**config.mk**
```make
export PLATFORM = sky130hd
export DESIGN_NAME = uart_rx_oversample
export DESIGN_NICKNAME = d
export VERILOG_FILES = /design/src/rtl/uart_pkg.sv /design/src/rtl/sync_fifo.sv /design/src/rtl/uart_rx_oversample.sv
export SDC_FILE = /design/constraint.sdc
export NUM_CORES = 1
export LEC_CHECK = 0
export ABC_AREA = 1
export BUFFER_PORTS_ARGS = -buffer_cell sky130_fd_sc_hd__buf_2
export CAP_MARGIN = 0
export CORE_MARGIN = 5
export CORE_UTILIZATION = 65
export DETAILED_ROUTE_END_ITERATION = 8
export PLACE_DENSITY = 0.87
export SLEW_MARGIN = 20
export SYNTH_ARGS = -nofsm -noshare
export SYNTH_HDL_FRONTEND = slang
export SYNTH_HIERARCHICAL = 1
export SYNTH_SLANG_ARGS = --single-unit
```
**constraint.sdc**
```tcl
create_clock -name clk -period 4.83 [get_ports clk]
set_clock_uncertainty 0.2 [all_clocks]
set_input_delay 0.7245 -clock clk [delete_from_list [all_inputs] [get_ports clk]]
set_output_delay 0.7245 -clock clk [all_outputs]
set_load 0.01 [all_outputs]
```
**src/rtl/uart_pkg.sv**
```systemverilog
// Shared types and helpers for the oversampled UART receiver.
package uart_pkg;

  typedef enum logic [1:0] {
    PAR_NONE,
    PAR_EVEN,
    PAR_ODD
  } parity_e;

  typedef enum logic [2:0] {
    ST_IDLE,
    ST_START,
    ST_DATA,
    ST_PARITY,
    ST_STOP
  } rx_state_e;

  // Clock cycles per sample tick, truncated.
  function automatic int unsigned baud_div(input int unsigned clk_freq,
                                           input int unsigned baud,
                                           input int unsigned os);
    return clk_freq / (baud * os);
  endfunction

endpackage

```
**src/rtl/sync_fifo.sv**
```systemverilog
// Single-clock FIFO with registered read data; pointers carry an extra wrap bit.
module sync_fifo #(
  parameter int unsigned WIDTH = 10,
  parameter int unsigned DEPTH = 16
) (
  input  logic             clk,
  input  logic             rst_n,
  input  logic             push,
  input  logic [WIDTH-1:0] push_data,
  input  logic             pop,
  output logic [WIDTH-1:0] pop_data,
  output logic             full,
  output logic             empty
);

  localparam int unsigned AW = $clog2(DEPTH);

  logic [WIDTH-1:0] mem [DEPTH];
  logic [AW:0]      wptr;
  logic [AW:0]      rptr;
  logic             pop_ok;
  logic             push_ok;

  assign empty   = (wptr == rptr);
  assign full    = (wptr[AW] != rptr[AW]) && (wptr[AW-1:0] == rptr[AW-1:0]);
  assign pop_ok  = pop && !empty;
  // A pop frees the slot in the same cycle, so a push into a full FIFO is still taken.
  assign push_ok = push && (!full || pop_ok);

  always_ff @(posedge clk) begin
    if (push_ok) mem[wptr[AW-1:0]] <= push_data;
  end

  always_ff @(posedge clk or negedge rst_n) begin
    if (!rst_n) begin
      wptr     <= '0;
      rptr     <= '0;
      pop_data <= '0;
    end else begin
      if (push_ok) wptr <= wptr + 1'b1;
      if (pop_ok) begin
        rptr     <= rptr + 1'b1;
        pop_data <= mem[rptr[AW-1:0]];
      end
    end
  end

endmodule

```
**src/rtl/uart_rx_oversample.sv**
```systemverilog
// Oversampled UART receiver: majority-vote bit recovery, parity/stop checks,
// receive FIFO with a pending/req_data pop handshake.
module uart_rx_oversample
  import uart_pkg::*;
#(
  parameter int unsigned DATA_WIDTH = 8,
  parameter int unsigned BAUD_RATE  = 9600,
  parameter int unsigned CLOCK_FREQ = 50_000_000,
  parameter int unsigned PARITY     = 1,
  parameter int unsigned OVERSAMPLE = 16,
  parameter int unsigned FIFO_DEPTH = 16
) (
  input  logic                  clk,
  input  logic                  rst_n,
  input  logic                  rx,
  input  logic                  req_data,
  output logic [DATA_WIDTH-1:0] data_out_rx,
  output logic                  pending_data_rx,
  output logic                  parity_error_rx,
  output logic                  framing_error_rx,
  output logic                  overrun_rx
);

  localparam int unsigned DIV   = baud_div(CLOCK_FREQ, BAUD_RATE, OVERSAMPLE);
  localparam int unsigned TW    = (DIV > 1) ? $clog2(DIV) : 1;
  localparam int unsigned SW    = $clog2(OVERSAMPLE);
  localparam int unsigned BW    = $clog2(DATA_WIDTH);
  localparam int unsigned FW    = DATA_WIDTH + 2;
  localparam parity_e     PMODE = (PARITY == 2) ? PAR_ODD :
                                  (PARITY == 1) ? PAR_EVEN : PAR_NONE;

  rx_state_e             state;
  rx_state_e             state_next;
  logic [1:0]            sync_q;
  logic                  rxs;
  logic                  rxs_prev;
  logic                  fall;
  logic [TW-1:0]         tick_cnt;
  logic                  tick;
  logic [SW-1:0]         scnt;
  logic [1:0]            samp;
  logic                  bit_v;
  logic                  vote_now;
  logic [BW-1:0]         bit_cnt;
  logic [DATA_WIDTH-1:0] shreg;
  logic                  perr;
  logic                  push;
  logic                  full;
  logic                  empty;
  logic                  pop_ok;
  logic [FW-1:0]         fifo_rdata;

  assign rxs      = sync_q[1];
  assign fall     = rxs_prev && !rxs;
  assign tick     = (tick_cnt == TW'(DIV - 1));
  assign vote_now = tick && (scnt == SW'(OVERSAMPLE / 2 + 1));
  assign bit_v    = (samp[0] & samp[1]) | (samp[0] & rxs) | (samp[1] & rxs);
  assign pop_ok   = req_data && !empty;

  always_ff @(posedge clk or negedge rst_n) begin
    if (!rst_n) state <= ST_IDLE;
    else        state <= state_next;
  end

  always_comb begin
    state_next = state;
    push       = 1'b0;
    case (state)
      ST_IDLE:   if (fall) state_next = ST_START;
      ST_START:  if (vote_now) state_next = bit_v ? ST_IDLE : ST_DATA;
      ST_DATA:
        if (vote_now && bit_cnt == BW'(DATA_WIDTH - 1))
          state_next = (PMODE != PAR_NONE) ? ST_PARITY : ST_STOP;
      ST_PARITY: if (vote_now) state_next = ST_STOP;
      ST_STOP:
        // Leave at the stop-bit vote so the next start edge is never missed.
        if (vote_now) begin
          push       = 1'b1;
          state_next = ST_IDLE;
        end
      default:   state_next = ST_IDLE;
    endcase
  end

  always_ff @(posedge clk or negedge rst_n) begin
    if (!rst_n) begin
      sync_q   <= '1;
      rxs_prev <= 1'b1;
      tick_cnt <= '0;
      scnt     <= '0;
      samp     <= '0;
      bit_cnt  <= '0;
      shreg    <= '0;
      perr     <= 1'b0;
    end else begin
      sync_q   <= {sync_q[0], rx};
      rxs_prev <= rxs;
      if (state == ST_IDLE && fall) begin
        tick_cnt <= '0;
        scnt     <= '0;
      end else begin
        tick_cnt <= tick ? '0 : tick_cnt + 1'b1;
        if (tick) scnt <= (scnt == SW'(OVERSAMPLE - 1)) ? '0 : scnt + 1'b1;
      end
      if (tick && scnt == SW'(OVERSAMPLE / 2 - 1)) samp[0] <= rxs;
      if (tick && scnt == SW'(OVERSAMPLE / 2))     samp[1] <= rxs;
      if (state == ST_START) begin
        bit_cnt <= '0;
        perr    <= 1'b0;
      end
      if (state == ST_DATA && vote_now) begin
        shreg   <= {bit_v, shreg[DATA_WIDTH-1:1]};
        bit_cnt <= bit_cnt + 1'b1;
      end
      if (state == ST_PARITY && vote_now)
        perr <= (^shreg ^ bit_v) != (PMODE == PAR_ODD);
    end
  end

  sync_fifo #(
    .WIDTH (FW),
    .DEPTH (FIFO_DEPTH)
  ) u_fifo (
    .clk       (clk),
    .rst_n     (rst_n),
    .push      (push),
    .push_data ({~bit_v, perr, shreg}),
    .pop       (req_data),
    .pop_data  (fifo_rdata),
    .full      (full),
    .empty     (empty)
  );

  assign data_out_rx      = fifo_rdata[DATA_WIDTH-1:0];
  assign parity_error_rx  = fifo_rdata[DATA_WIDTH];
  assign framing_error_rx = fifo_rdata[DATA_WIDTH+1];

  always_ff @(posedge clk or negedge rst_n) begin
    if (!rst_n) begin
      pending_data_rx <= 1'b0;
      overrun_rx      <= 1'b0;
    end else begin
      pending_data_rx <= !empty;
      if (pop_ok)                overrun_rx <= 1'b0;
      else if (push && full)     overrun_rx <= 1'b1;
    end
  end

endmodule

```
Word level (Yosys, flattened, before mapping). Memories as Yosys holds them, arrays and structs flattened. A register that Yosys moved wholly into a read port is not among the register bits. Index checks and enable logic that the tools add are counted.

Bits in registers: 45. Bits of input ports: 4. Output and inout port bits: 12. Memories: 1. RAM bits: 160. Word-level logic and storage cells: 91.

Memory list: u_fifo.mem (depth 16, width 10, read ports 1, clocked after memory_dff 1, write ports 1, RTL line sync_fifo.sv:18) `logic [WIDTH-1:0] mem [DEPTH];`.

Mux-type cells: 22. Bitwise logic cells: 7. Reductions and logical operators: 24. Add/sub/neg operators: 5. Equality and inequality tests: 18.

Operators by type and width (number): $mux 3 (7); $mux 9 (2); $pmux 3 s5 (1); $eq 4x4->1 const B (3); $logic_and 1x1->1 (12); $mux 4 (3); $add 5x1->5 const B (2); $ne 2x2->1 const B (5); $add 9x1->9 const B (1); $eq 9x9->1 const B (1); $mux 1 (8); $reduce_bool 2->1 (4); $reduce_xor 8->1 (1); $eq 3x2->1 const B (2); $eq 3x3->1 const B (2); $eq 5x5->1 (1); $reduce_and 5->1 (1); $add 4x1->4 const B (1); $eq 4x3->1 const B (1); $eq 4x4->1 (1); $logic_not 1->1 (4); $add 3x1->3 const B (1); $and 1x1->1 (3); $eq 3x1->1 const B (1); 7 further kinds (8).

Longest topological paths before layout. Gate-level depths: netlist (run 1).

Depth after elaboration: 7. Mapped depth: 11. Depth with buffers taken out: 10.

Cells and area by module. The synthesis (run 1) kept the hierarchy.

Modules (own cells, without submodules): sync_fifo (instances 1, cells each 847, area an instance 8100.3 µm², sequential area each 5305.1 µm²); uart_rx_oversample (instances 1, cells each 233, area an instance 1840.5 µm², sequential area each 879.6 µm²).

Worst setup path before layout (run 1). Ideal clock, no wire load.

Path type: register -> register. Start: register tick_cnt[0]. End: memory u_fifo.mem[12][0], enable pin. Stages on the path, launching flop included: 10. Slack: 2.336 ns. Arrival: 1.917 ns. Setup time: 0.376 ns. Data required time: 4.254 ns. Cells stage by stage: dfrtp_1 inv_1 ha_1 nand2_1 nor3_2 nand3_2 nor2_1 nand2_2 buf_2 nor2_1.

Cells in the longest elaborated chain, start to end: 7.

RTL lines: from (decl) (RTL line uart_rx_oversample.sv:38) `logic [TW-1:0] tick_cnt;`; from (signal assigned) (RTL line uart_rx_oversample.sv:102) `tick_cnt <= tick ? '0 : tick_cnt + 1'b1;`; $eq 9x9->1 (RTL line uart_rx_oversample.sv:55) `assign tick = (tick_cnt == TW'(DIV - 1));`; $logic_and 1x1->1 (RTL line uart_rx_oversample.sv:56) `assign vote_now = tick && (scnt == SW'(OVERSAMPLE / 2 + 1));`; $mux 1 (RTL line uart_rx_oversample.sv:77) `if (vote_now) begin`; $mux 1 (RTL line uart_rx_oversample.sv:68) `case (state)`; via push (RTL line uart_rx_oversample.sv:47) `logic push;`; $logic_and 1x1->1 (RTL line sync_fifo.sv:28) `assign push_ok = push && (!full || pop_ok);`; $mux 1 (RTL line sync_fifo.sv:31) `if (push_ok) mem[wptr[AW-1:0]] <= push_data;`; $mux 1 (implied by the code) (RTL line sync_fifo.sv:31); to (decl) (RTL line sync_fifo.sv:18).

The timed path passes the listed nets, and every way through them passes these cells.

Worst setup path in the final report (run 1).
Start: register u_fifo.rptr[1]. End: memory u_fifo.mem[3][7], enable pin.

Cells in the longest elaborated chain, start to end: 7.

RTL lines: from (decl) (RTL line sync_fifo.sv:20) `logic [AW:0] rptr;`; from (signal assigned) (RTL line sync_fifo.sv:42) `rptr <= rptr + 1'b1;`; $eq 5x5->1 or $eq 4x4->1 (tied branches) (RTL line sync_fifo.sv:24, sync_fifo.sv:25); $logic_not 1->1 or $logic_and 1x1->1 (tied branches) (RTL line sync_fifo.sv:26, sync_fifo.sv:25); $logic_and 1x1->1 or $logic_not 1->1 (tied branches) (RTL line sync_fifo.sv:26, sync_fifo.sv:28); $logic_or 1x1->1 (*) (RTL line sync_fifo.sv:28); $logic_and 1x1->1 (*) (RTL line sync_fifo.sv:28); $mux 1 (*) (RTL line sync_fifo.sv:31); $mux 1 (implied by the code) (*) (RTL line sync_fifo.sv:31).

Every way passes the cells marked *; elsewhere a longest branch is shown, timed or not.

==> summary.txt, run 1 <==
Outcome
  – Status: complete, no violations

Place
  – Global placement routability congestion: 0.910
  – Buffers added on ports: 15
  – Dpl hpwl: 13.7 mm

Cells and area
  – Final net count: 1101
  – Most common library cell in the layout ignoring fill and taps: nand2_1
  – Most frequent cells in the layout: nand2_1 (388), inv_1 (198), edfxtp_1 (160)
  – Layout cells sized above 1: 6.81%
  – Area Growth Syn to Fin: 8.62%
  – Ant. Diodes: 0
  – Final Core Density: 71.6%

Global routing
  – Vias in the first global route: 7134
  – Grt ovf: 0
  – Initial antenna violation count: 0
  – First-pass GRT wire length: 36.1 mm
  – Total track usage: 25.8%
  – Largest net degree at the start of global routing: 84

Timing
  – Minimum clock period after layout: 3.52 ns
  – Slew at the pin closest to its max-slew limit: 1.08 ns
  – Tcrit/Tclk final: 72.8%
  – Final Max Tran Viols: 0
  – Hold Fails Final Rpt: 0
  – RSZ-0062 raised after global routing: no
  – Setup TNS: 0 ns
  – Rel. slew slack: 27.9%
  – Setup Viol. Count Final: 0
  – Max Freq: 0.284 GHz

Logic synthesis
  – FFs w/ async S/R, synth: 25.6%
  – Yosys warns: 6
  – Seq/Total Area, Yosys: 62.2%
  – Top_reg_cell synth: edfxtp_1
  – Post-Synthesis Cells: 1080
  – Seq cells post-synth: 215
  – Post-Syn Nets: 1096
  – Post-Synthesis Cell Area: 9940 µm²
  – Number of distinct library cells after synthesis: 34
  – EDFF count, synth: 160
  – Mean post-synth cell area: 9.20 µm²

Floorplan
  – Die W: 134 µm
  – Initial Util: 65.9%
  – Core region area: 15100 µm²
  – Row cnt: 45
  – Die height: 134 µm
  – I/O pins: 16
  – Die area: 17900 µm²

Power and ir drop
  – Pwr Density: 364 nW/µm²
  – Pleak: 0.00502 µW
  – Total Power: 3930 µW
  – VDD IR max: 0.394 mV

Setup path
  – CP max FO: 45
  – R2R setup slack: 1.31 ns
  – Crit path DAT: 3.44 ns
  – Crit Path Class: flop to flop
  – Critical Path Start Type: flop
  – CP Capture Type: flop
  – Worst EP required: 4.75 ns

Clock tree
  – CTS H-tree lvls: 1
  – # hold bufs at CTS: 0
  – Worst-case clock buffer depth: 3
  – Post-CTS Setup Bufs: 0
  – CTS Root Cell: clkbuf_16
  – CTS tree: done
  – Clk pin slew, worst setup/hold paths: 0.06 ns
  – CTS Sinks: 215
  – Worst skew pair latency: 0.50 ns
  – Total CTS buffers: 22
  – Cts repair resizes: 0

Drt
  – DR DRC count: 0
  – First drt pass iteration count: 6
  – Antenna Violating Nets Remaining: 0
  – Initial drt markers: 1019
  – Wire per inst: 17.6 µm
  – Drt total wl: 22.7 mm
  – Via Count: 7338
  – Vias per Instance: 5.69

Flow run
  – Max-cap violation count: 0

Worst hold path
  – Worst Hold Class: input port to flop
## flip-flops by register name, summed over array words and instances, names as in the netlist
register	flops
u_fifo/wptr	5
samp	2
perr	1
tick_cnt	9
overrun_rx	1
scnt	4
pending_data_rx	1
shreg	8
sync_q	2
u_fifo/rptr	5
bit_cnt	3
u_fifo/pop_data	10
rxs_prev	1
state	3
u_fifo/mem	160
## metal layers
| layer | global-route usage, % | wire length, µm | part of all wire, % |
|---|---|---|---|
| met1 | 33.2 | 8340 | 37 |
| met2 | 43.9 | 11300 | 50 |
| met3 | 4.00 | 2050 | 9.0 |
| met4 | 11.3 | 1030 | 4.5 |
| met5 | 0 | 0 | 0 |
## worst max-delay path: stages, from the launching register on
cell	delay, ns
dfrtp_1	0.36
buf_4	0.28
inv_2	0.62
nand2_1	0.11
nand2_1	0.12
nor2_2	0.07
nand4_2	0.16
nand2_2	0.38
nor2_1	0.82
## final timing paths
path / depth (start not counted) / end / startpoint
max in group asynchronous: 2 / u_fifo/rptr[0] / rst_n
worst max-delay path: 8 / u_fifo/mem[3][7] / u_fifo/rptr[1]
worst min register to register: 0 / sync_q[1] / sync_q[0]
worst max register to register: 8 / u_fifo/mem[3][7] / u_fifo/rptr[1]
min in group asynchronous: 2 / u_fifo/pop_data[7] / rst_n
worst min-delay path: 1 / sync_q[0] / rx
## report_power, final
group | internal, µW | total, µW | leakage, µW | switching (µW)
registers | 2010 | 2060 | 0.00250 | 43.9
clock network | 987 | 1660 | 0.000349 | 671
logic | 75.2 | 212 | 0.00218 | 137
total | 3070 | 3930 | 0.00502 | 852
## metrics by stage
stage          setup WS, ns  cells  hold slack, ns  cell area, µm²
2_1_floorplan          2.34   1080           0.145            9940
3_3_place_gp           1.57   1249           0.150           10100
3_5_place_dp           1.46   1249           0.152           10100
4_1_cts                1.40   1289           0.119           10800
5_1_grt                1.18   1289           0.121           10800
6_report               1.31   1289           0.131           10800
## kinds of logic after synthesis
| kind of cell | Yosys count | share of synthesized area, % |
|---|---|---|
| DFF | 215 | 62.2 |
| and+or+nand+nor | 575 | 24.2 |
| adders and majority gates | 12 | 1.51 |
| AOI/OAI and AO/OA | 27 | 1.49 |
| buffers and inverters | 241 | 9.67 |
| xor gates and xnor gates | 10 | 0.881 |
## cell type report
cell class / count / area [µm²]
clock buffers: 27 / 601
multi-input cells: 624 / 2800
flip-flops and latches: 215 / 6190
well taps: 188 / 235
fillers: 1023 / 4290
clock inverters: 13 / 110
inverters: 203 / 762
repair buffers: 19 / 105
## synthesized netlist by cell type (3+ instances only)
cell	instances	area share [%]
xor2_1	5	0.44
xnor2_1	5	0.44
nor3_2	3	0.30
o21ai_0	15	0.76
nand3_1	122	6.1
nor2_2	5	0.31
buf_6	3	0.34
inv_2	4	0.15
a21oi_1	7	0.35
dfrtp_1	52	13
nand2_1	388	15
nor2_1	40	1.5
nor3_1	4	0.20
dfstp_2	3	0.79
ha_1	12	1.5
inv_1	198	7.5
buf_4	4	0.30
clkbuf_1	14	0.53
buf_2	15	0.76
edfxtp_1	160	48
No activity file was read; power rests on OpenSTA's default activity.
==> inputs of run 2 (changes only) <==
ABC_AREA = 0   (was 1)
CORE_UTILIZATION = 62   (was 65)
PLACE_DENSITY = 0.84   (was 0.87)
clock period = 3.3 ns   (was 4.83 ns; I/O delays follow)
==> summary.txt, run 2 <==
Outcome
  – Status: complete, no violations (unchanged)

Logic synthesis
  – Number of distinct library cells after synthesis: 66 (was 34)
  – Top cells by area, synth: edfxtp_1 (53%), dfrtp_1 (14%), mux4_2 (4.8%), mux2i_1 (4.6%), mux2_2 (3.3%) (was edfxtp_1 (48%), nand2_1 (15%), dfrtp_1 (13%), inv_1 (7.5%), nand3_1 (6.1%))
  – Largest area contributor in the netlist: edfxtp_1 (unchanged)
  – Top_reg_cell synth: edfxtp_1 (unchanged)
  – Seq/Total Area, Yosys: 68.8% (was 62.2%)
  – Seq cells post-synth: 215 (unchanged)
  – EDFF count, synth: 160 (unchanged)
  – Post-Syn Nets: 540 (was 1096)
  – Post-Synthesis Cells: 524 (was 1080)
  – Post-Synthesis Cell Area: 8990 µm² (was 9940 µm²)
  – Post-synth top cells: edfxtp_1 (160), dfrtp_1 (52), mux2i_1 (41), mux2_2 (26), xnor2_1 (20) (was nand2_1 (388), inv_1 (198), edfxtp_1 (160), nand3_1 (122), dfrtp_1 (52))
  – Yosys top cell area share: 53.4% (was 48.3%)
  – Yosys warns: 6 (unchanged)
  – Most frequent cell after synthesis: edfxtp_1 (was nand2_1)
  – FFs w/ async S/R, synth: 25.6% (unchanged)
  – Mean post-synth cell area: 17.2 µm² (was 9.20 µm²)

Cells and area
  – Layout cells sized above 1: 22.3% (was 6.81%)
  – Ant. Diodes: 0 (unchanged)
  – Max reg flops: 160 (unchanged)
  – Area Growth Syn to Fin: 10.8% (was 8.62%)
  – Final net count: 566 (was 1101)
  – Most common library cell in the layout ignoring fill and taps: edfxtp_1 (was nand2_1)
  – Most frequent cells in the layout: edfxtp_1 (160), dfrtp_1 (51), mux2i_1 (41) (was nand2_1 (388), inv_1 (198), edfxtp_1 (160))

Drt
  – DR DRC count: 0 (unchanged)
  – Antenna Violating Nets Remaining: 0 (unchanged)
  – Drt total wl: 18.0 mm (was 22.7 mm)
  – Initial drt markers: 589 (was 1019)
  – Wire per inst: 24.0 µm (was 17.6 µm)
  – Via Count: 4815 (was 7338)
  – First drt pass iteration count: 5 (was 6)
  – Vias per Instance: 6.44 (was 5.69)

Floorplan
  – Core region area: 14400 µm² (was 15100 µm²)
  – Die W: 130 µm (was 134 µm)
  – Initial Util: 62.6% (was 65.9%)
  – Row cnt: 44 (was 45)
  – Die area: 17000 µm² (was 17900 µm²)
  – Die height: 130 µm (was 134 µm)
  – I/O pins: 16 (unchanged)

Power and ir drop
  – Sw Share: 26.7% (was 21.7%)
  – Total Power: 6910 µW (was 3930 µW)
  – Clock Power Share: 34.9% (was 42.2%)
  – Pleak: 0.00407 µW (was 0.00502 µW)
  – Pwr Density: 694 nW/µm² (was 364 nW/µm²)
  – Share of power burned in registers: 45.3% (was 52.3%)
  – Internal power: 5060 µW (was 3070 µW)
  – Sw Pwr: 1850 µW (was 852 µW)
  – VDD IR max: 0.453 mV (was 0.394 mV)
  – Combinational group share of total power: 19.8% (was 5.4%)

Global routing
  – Largest net degree at the start of global routing: 44 (was 84)
  – First-pass GRT wire length: 28.2 mm (was 36.1 mm)
  – Grt ovf: 0 (unchanged)
  – Total track usage: 22.1% (was 25.8%)
  – Vias in the first global route: 4884 (was 7134)
  – Initial antenna violation count: 0 (unchanged)

Place
  – Buffers added on ports: 15 (unchanged)
  – Global placement routability congestion: 0.874 (was 0.910)
  – Dpl hpwl: 11.2 mm (was 13.7 mm)

Setup path
  – Crit path DAT: 2.95 ns (was 3.44 ns)
  – Worst EP required: 3.22 ns (was 4.75 ns)
  – Crit Path Class: flop to flop (unchanged)
  – Critical Path Start Type: flop (unchanged)
  – CP Capture Type: flop (unchanged)
  – CP max FO: 15 (was 45)

Timing
  – WHS: 0.139 ns (was 0.131 ns)
  – RSZ-0062 raised after global routing: no (unchanged)
  – Minimum clock period after layout: 3.03 ns (was 3.52 ns)
  – Tcrit/Tclk final: 91.9% (was 72.8%)
  – Max Freq: 0.330 GHz (was 0.284 GHz)
  – Rel. slew slack: 39.0% (was 27.9%)
  – Final Max Tran Viols: 0 (unchanged)
  – Hold Fails Final Rpt: 0 (unchanged)
  – Setup Viol. Count Final: 0 (unchanged)
  – Slew at the pin closest to its max-slew limit: 0.915 ns (was 1.08 ns)
  – Setup TNS: 0 ns (unchanged)

Worst hold path
  – Worst Hold Class: input port to flop (unchanged)

Clock tree
  – Cts repair resizes: 0 (unchanged)
  – Worst-case clock buffer depth: 3 (unchanged)
  – Worst skew pair latency: 0.49 ns (was 0.50 ns)
  – CTS H-tree lvls: 1 (unchanged)
  – CTS tree: done (unchanged)
  – CTS Root Cell: clkbuf_16 (unchanged)
  – CTS Sinks: 215 (unchanged)
  – Clk pin slew, worst setup/hold paths: 0.07 ns (was 0.06 ns)
  – Total CTS buffers: 21 (was 22)

Flow run
  – Max-cap violation count: 0 (unchanged)
## run 2: cell count changes in the layout (fill, tap and decap cells not counted), moves of 15 or more
cell / change
nand2_1: -379
inv_1: -186
nand3_1: -115
mux2i_1: +41
mux2_2: +26
nor2_1: -21
mux4_2: +19
xnor2_1: +15
## run 2: worst paths after layout
kind | from | to | slack, ns | cells after the start
setup / recovery | tick_cnt[0] | u_fifo/mem[14][1] | 0.27 | 8
hold / removal | req_data | overrun_rx | 0.14 | 2
setup reg to reg | tick_cnt[0] | u_fifo/mem[14][1] | 0.27 | 8
hold reg to reg | sync_q[0] | sync_q[1] | 0.17 | 0
max in group asynchronous | rst_n | rxs_prev | 1.60 | 3
min in group asynchronous | rst_n | scnt[3] | 0.43 | 2
## run 2: power by group through the flow
stage / Sequential, µW / Clock (µW) / Combinational [µW]
detailed placement: 3180 / 0 / 1350
CTS: 3130 / 2440 / 1370
finish: 3130 / 2410 / 1370
floorplan: 3200 / 0 / 1050
global route: 3140 / 2560 / 1480
global placement: 3170 / 0 / 1320
## run 2: layout make-up
| type | instances | area (µm²) |
|---|---|---|
| well taps | 184 | 230 |
| clock inverters | 15 | 168 |
| repair buffers | 29 | 185 |
| flip-flops and latches | 215 | 6190 |
| multi-input cells | 271 | 2610 |
| fillers | 865 | 4400 |
| inverters | 12 | 45.0 |
| clock buffers | 22 | 539 |
## run 2: cell families (layout without fill, tap and decap cells)
kind of cell,Yosys count,count (layout),synth area share (%)
AO/OA/AOI/OAI,55,55,4.83
adder cells (fa/ha/maj),13,13,1.78
flip-flops,215,215,68.8
buffers and inverters,38,78,2.17
AND/OR/NAND/NOR,81,81,5.66
XOR/XNOR,29,29,2.98
multiplexers,93,93,13.8
## run 2: metal layers
| layer | part of all wire (%) | global-route usage, % |
|---|---|---|
| met1 | 41 | 31.1 |
| met2 | 49 | 35.8 |
| met3 | 6.4 | 3.37 |
| met4 | 3.5 | 7.68 |
| met5 | 0 | 0 |
## run 2: through the flow
step                      cell area [µm²]  setup WS [ns]  utilization (%)  cells
after floorplan                      8990          0.467                -    524
after global placement               9240          0.480             64.3    709
after detailed placement             9240          0.349             64.3    709
after CTS                            9960          0.264             69.3    748
after global routing                 9960         0.0776             69.3    748
final                                9960          0.268             69.3    748
## run 2: timing repair
action                                 in CTS  in global routing
buffers inserted                            0                  0
endpoints found under the hold margin      32                  0
hold buffers                                2                  0
## run 2: critical path: stages (launching register included)
cell and delay [ns]:
dfrtp_1 0.43, inv_1 0.08, ha_1 0.13, and4b_1 0.36, nand3_1 0.23, nor2_1 0.30, o31a_1 0.18, buf_4 0.20
and4_1 0.53
